===== config.mk =====
export PLATFORM = sky130hd
export DESIGN_NAME = qerv_wb_arbiter
export DESIGN_NICKNAME = d
export VERILOG_FILES = /design/src/rtl/qerv_wb_arbiter.sv
export SDC_FILE = /design/constraint.sdc
export NUM_CORES = 1
export LEC_CHECK = 0
export BUFFER_PORTS_ARGS = -buffer_cell sky130_fd_sc_hd__buf_2
export CORE_AREA = 5 5 105 107
export DETAILED_ROUTE_END_ITERATION = 12
export DIE_AREA = 0 0 110 112
export PLACE_DENSITY_LB_ADDON = 0.25
export SLEW_MARGIN = 5
export SYNTH_ARGS = -nofsm -noshare
export SYNTH_HDL_FRONTEND = slang
export SYNTH_SLANG_ARGS = --single-unit
export TNS_END_PERCENT = 1

===== constraint.sdc =====
create_clock -name clk -period 2.55 [get_ports clk]
set_input_delay 0.765 -clock clk [delete_from_list [all_inputs] [get_ports clk]]
set_output_delay 0.765 -clock clk [all_outputs]
set_load 0.01 [all_outputs]

===== src/rtl/qerv_wb_arbiter.sv =====
// Two-master Wishbone arbiter merging qerv ibus/dbus onto one classic port.
// Optional slave timeout with sticky error: define QERV_ARB_TIMEOUT_EN.
module qerv_wb_arbiter #(
  parameter int TIMEOUT = 255
) (
  input  logic        clk,
  input  logic        i_rst,
  input  logic [31:0] i_ibus_adr,
  input  logic        i_ibus_cyc,
  output logic [31:0] o_ibus_rdt,
  output logic        o_ibus_ack,
  input  logic [31:0] i_dbus_adr,
  input  logic [31:0] i_dbus_dat,
  input  logic [3:0]  i_dbus_sel,
  input  logic        i_dbus_we,
  input  logic        i_dbus_cyc,
  output logic [31:0] o_dbus_rdt,
  output logic        o_dbus_ack,
  output logic [31:0] o_wb_adr,
  output logic [31:0] o_wb_dat,
  output logic [3:0]  o_wb_sel,
  output logic        o_wb_we,
  output logic        o_wb_cyc,
  input  logic [31:0] i_wb_rdt,
  input  logic        i_wb_ack,
  output logic        o_err
);

  typedef enum logic [1:0] {
    IDLE,
    IBUS,
    DBUS
  } state_t;

  state_t r_state;
  logic   r_last;
  logic   w_to;
  logic   w_ack;
  logic   w_drop;
  logic   w_ib;
  logic   w_db;

  assign w_ib = (r_state == IBUS);
  assign w_db = (r_state == DBUS);

`ifdef QERV_ARB_TIMEOUT_EN
  logic [15:0] r_cnt;
  logic        r_err;

  // Fires on the TIMEOUT-th granted cycle unless the slave acks then
  assign w_to = (r_state != IDLE) & ~i_wb_ack &
                (r_cnt == 16'(TIMEOUT - 1));
  assign o_err = r_err;

  always_ff @(posedge clk) begin
    if (i_rst) begin
      r_cnt <= 16'd0;
      r_err <= 1'b0;
    end else begin
      if (r_state == IDLE)
        r_cnt <= 16'd0;
      else if (!i_wb_ack)
        r_cnt <= r_cnt + 16'd1;
      if (w_to)
        r_err <= 1'b1;
    end
  end
`else
  logic w_unused_timeout;

  assign w_unused_timeout = (TIMEOUT == 0);
  assign w_to  = 1'b0;
  assign o_err = 1'b0;
`endif

  // A slave ack coinciding with reset is dropped
  assign w_ack  = (i_wb_ack | w_to) & ~i_rst;
  assign w_drop = (w_ib & ~i_ibus_cyc) | (w_db & ~i_dbus_cyc);

  always_ff @(posedge clk) begin
    if (i_rst) begin
      r_state <= IDLE;
      r_last  <= 1'b0;
    end else begin
      unique case (r_state)
        IDLE: begin
          if (i_dbus_cyc && (!i_ibus_cyc || !r_last)) begin
            r_state <= DBUS;
            r_last  <= 1'b1;
          end else if (i_ibus_cyc) begin
            r_state <= IBUS;
            r_last  <= 1'b0;
          end
        end
        IBUS, DBUS: begin
          if (w_ack || w_drop)
            r_state <= IDLE;
        end
        default: r_state <= IDLE;
      endcase
    end
  end

  assign o_wb_cyc = w_ib | w_db;
  assign o_wb_adr = w_db ? i_dbus_adr : i_ibus_adr;
  assign o_wb_dat = i_dbus_dat;
  assign o_wb_sel = w_db ? i_dbus_sel : (w_ib ? 4'hf : 4'h0);
  assign o_wb_we  = w_db & i_dbus_we;

  assign o_ibus_ack = w_ack & w_ib;
  assign o_dbus_ack = w_ack & w_db;
  assign o_ibus_rdt = w_to ? 32'h0 : i_wb_rdt;
  assign o_dbus_rdt = w_to ? 32'h0 : i_wb_rdt;

endmodule

Word-level counts from Yosys, hierarchy flattened. Index checks and enable logic that the tools add are counted.

Input bits: 138. Register bits after elaboration: 3. Output and inout bits: 137.

Reductions and logical operators: 10. Mux-type cells: 9. Equal/unequal tests: 4. Bitwise operators: 11.

Operators with widths (number): 32-bit 2-to-1 mux (1); 4-bit 2-to-1 mux (2); 1-bit bitwise AND (6); 2-bit 2-to-1 mux (3); 2-bit one-hot mux with 2 select lines (1); 2-bit AND reduction (2); 3-bit inequality test (second input constant) (1); 1-bit inverter (3); 2-bit by 1-bit equality test with 1-bit output (second input constant) (1); 2-bit equality test (second input constant) (1); 1-bit zero test (2); 2-bit zero test (1); 1-bit logical OR (2); 1-bit 2-to-1 mux (2); 2-bit inequality test (second input constant) (1); 1-bit bitwise OR (2); 2-bit nonzero test (1); 2-bit OR reduction (1); 1-bit logical AND (1).

Longest topological paths before layout.
Depth in word-level cells: 6. Gate-level depth with buffers: 6. Depth with buffers taken out: 5.

Worst setup path before layout. OpenSTA, ideal clock, no wires.

Kind: flip-flop to output port. From: register r_state[0]. To: output port o_wb_adr[27]. Arrival: 1.341 ns. Setup slack: 0.444 ns. Stages on the path, launching flop included: 6. Required time: 1.785 ns. Path buffers: 2. Path through: dfxtp_1 inv_1 ha_1 buf_2 buf_2 mux2_1.

Word-level cells in the longest chain between the ends: 2.

RTL lines: from (decl) (line 35) `state_t r_state;`; from (signal assigned) (line 82) `r_state <= IDLE;`; from (signal assigned) (line 88) `r_state <= DBUS;`; from (signal assigned) (line 91) `r_state <= IBUS;`; 2-bit equality test (line 44) `assign w_db = (r_state == DBUS);`; 32-bit 2-to-1 mux (line 105) `assign o_wb_adr = w_db ? i_dbus_adr : i_ibus_adr;`; to (decl) (line 19) `output logic [31:0] o_wb_adr,`.

No other way between the ends.

Final worst setup path.
From: register r_state[0]. To: output port o_wb_adr[16].

The elaborated chain is that of the path after synthesis.

==> metrics.md <==
| Metric | Value |
|---|---|
| Startpoint types | register |
| Antenna viol nets, final | 0 |
| P&R area growth vs syn | 4.484% |
| Htree depth | 1 |
| Total CTS buffers | 3 |
| WL final | 3867 um |
| Hold crit path type | register to register |
| Sequential power share | 0.103 |
| Setup TNS | 0 ps |
| Mean post-synth cell area | 8.111 um2 |
| CTS Buffer Depth | 2 |
| Post-Syn Instances | 172 |
| Number of flops mapped to enable cells by yosys | 0 |
| Net count reported at finish | 332 |
| Crit path capture type | output port |
| Chip Width | 110 um |
| CP Class | register to output port |
| Crit path max fanout | 26 |
| Synth Register Bits | 3 |
| Area contributors post-synth | buf_4 52%, mux2_1 26%, dfxtp_1 4.3% |
| Arr. time, crit path | 1530 ps |
| Worst skew pair latency | 210 ps |
| Switching power | 0.2220 mW |
| Sw frac | 0.3819 |
| Core Rows | 37 |
| Status | complete, no violations |
| Initial antenna violation count | 0 |
| Count of final setup violators | 0 |
| Setup bufs post-CTS | 0 |
| Mapped Area | 1395 um2 |
| Power Dens Cells | 398.8 nW/um2 |
| Final min period | 2299 ps |
| I/O pin count | 275 |
| Worst hold slack | 467.8 ps |
| Power share of the clock group | 0.230 |
| Yosys warning count | 0 |
| Routed len/inst | 11.86 um |
| Yosys top cell by area | buf_4 |
| Root buffer cell | clkbuf_8 |
| Most frequent cells in the layout | 113 x buf_2, 32 x mux2_1, 11 x nand2_1 |
| Gr usage total | 0.05657 |
| Commonest non-fill, non-tap cell in the layout | buf_2 |
| Iter 0 DRT Violations | 8 |
| Layout cells sized above 1 | 0.6474 |
| Post-route setup slack | 251.1 ps |
| Number of fill cells | 1173 |
| Die area | 12320 um2 |
| Max Clock Freq | 435.0 MHz |
| RSZ-0062 raised after global routing | no |
| # hold bufs at CTS | 0 |
| Sequential share of the synthesized area | 0.04305 |
| Congestion Overflow GR | 0 |
| Starting density of the core | 0.1389 |
| Met3 WL | 610 um |
| CTS tree | yes |
| Fin cells | 326 |
| P_int | 0.3593 mW |
| Vias per cell | 3.328 |
| Top_reg_cell synth | dfxtp_1 |
| Setup Skew | 1.493 ps |
| TritonCTS Sinks | 3 |
| Gpl congestion | 0.6013 |
| Clock transition at the registers of the reported paths | 30 ps |
| DRC | 0 |
| Async S/R FF share, synth | 0 |
| Diode count | 0 |
| First-pass GRT wire length | 5485 um |
| Fin. Hold Viols | 0 |
| Yosys top cell area share | 0.5220 |
| Final worst path period share | 0.9015 |
| DP Worst Slack | 419.3 ps |
| DR vias | 1085 |
| Core Area | 10050 um2 |
| Max-cap violations | 0 |
| Highest layer used for signal routing | met4 |
| Dpl hpwl | 3518 um |
| Combinational fraction of design power | 0.667 |
| Largest net degree at the start of global routing | 27 |
| Syn Nets | 313 |
| Worst Path Required | 1790 ps |
| PortBufs | 113 |
| Met2 routed WL | 2029 um |
| Worst vdd ir | 79.37 uV |
| Placed insts | 322 |
| Post-cts repair resize count | 0 |
| Vias in the first global route | 1119 |
| Total Power | 0.5813 mW |
| Yosys cell types | 22 |
| Leakage power | 0.7532 nW |
| Max-slew violation count | 0 |
| Die Y | 112 um |
| M1 wire length | 1047 um |
| TritonRoute pass-1 iters | 4 |
worst paths after layout:
| path | startpoint | end | slack, ps | cells past startpoint |
|---|---|---|---|---|
| setup / recovery | r_state[0] | o_wb_adr[16] | 250 | 5 |
| hold / removal | r_last | r_last | 470 | 2 |
| setup reg to reg | r_state[0] | r_state[1] | 840 | 6 |
| hold reg to reg | r_last | r_last | 470 | 2 |
cells by family after synthesis:
kind of cell | after synthesis | share of synthesized area
multiplexers | 32 | 0.2583
flip-flops | 3 | 0.04305
adder cells (fa/ha/maj) | 3 | 0.02691
buffers and inverters | 105 | 0.5471
AND/OR/NAND/NOR | 22 | 0.08521
AO/OA/AOI/OAI | 6 | 0.03677
other | 1 | 0.002688
stage by stage:
step | util | cell area (um2)
CTS | 0.1451 | 1458
detailed placement | 0.1406 | 1413
floorplan | - | 1395
global placement | 0.1406 | 1413
finish | 0.1451 | 1458
global route | 0.1451 | 1458
cell type report:
type	instances	area, um2	area share
inverters	4	15.01	0.01030
well taps	136	170.2	0.1167
repair buffers	115	593.1	0.4069
multi-input cells	64	574.3	0.3940
flip-flops and latches	3	60.06	0.04120
clock buffers	4	45.04	0.03090
power by group through the flow:
| stage | clock network, mW | registers, mW | logic, mW |
|---|---|---|---|
| 2_1_floorplan | 0 | 0.0592 | 0.373 |
| 3_3_place_gp | 0 | 0.0604 | 0.397 |
| 3_5_place_dp | 0 | 0.0608 | 0.398 |
| 4_1_cts | 0.140 | 0.0600 | 0.400 |
| 5_1_grt | 0.143 | 0.0606 | 0.432 |
| 6_report | 0.134 | 0.0597 | 0.388 |
per-layer routing:
| metal | track usage | vias to the layer above |
|---|---|---|
| met5 | 0 | - |
| met4 | 0.03907 | 0 |
| met3 | 0.02551 | 29 |
| met2 | 0.1088 | 103 |
| met1 | 0.04233 | 458 |
| li1 | - | 495 |
state kept, by name, indices dropped and copies added (netlist names):
| register | flops |
|---|---|
| r_state | 2 |
| r_last | 1 |
synthesized netlist by cell type (2+ instances only):
master   number
buf_4        97
mux2_1       32
nand2_1      11
buf_2         4
inv_1         4
and2_1        3
dfxtp_1       3
ha_1          3
o32ai_1       2
worst max-delay path: stages, from the launching register on:
cell and delay (ps):
dfxtp_1 320, inv_1 90, ha_2 210, buf_12 180
mux2_1 350, buf_2 150
Power figures use the tool's default switching activity.
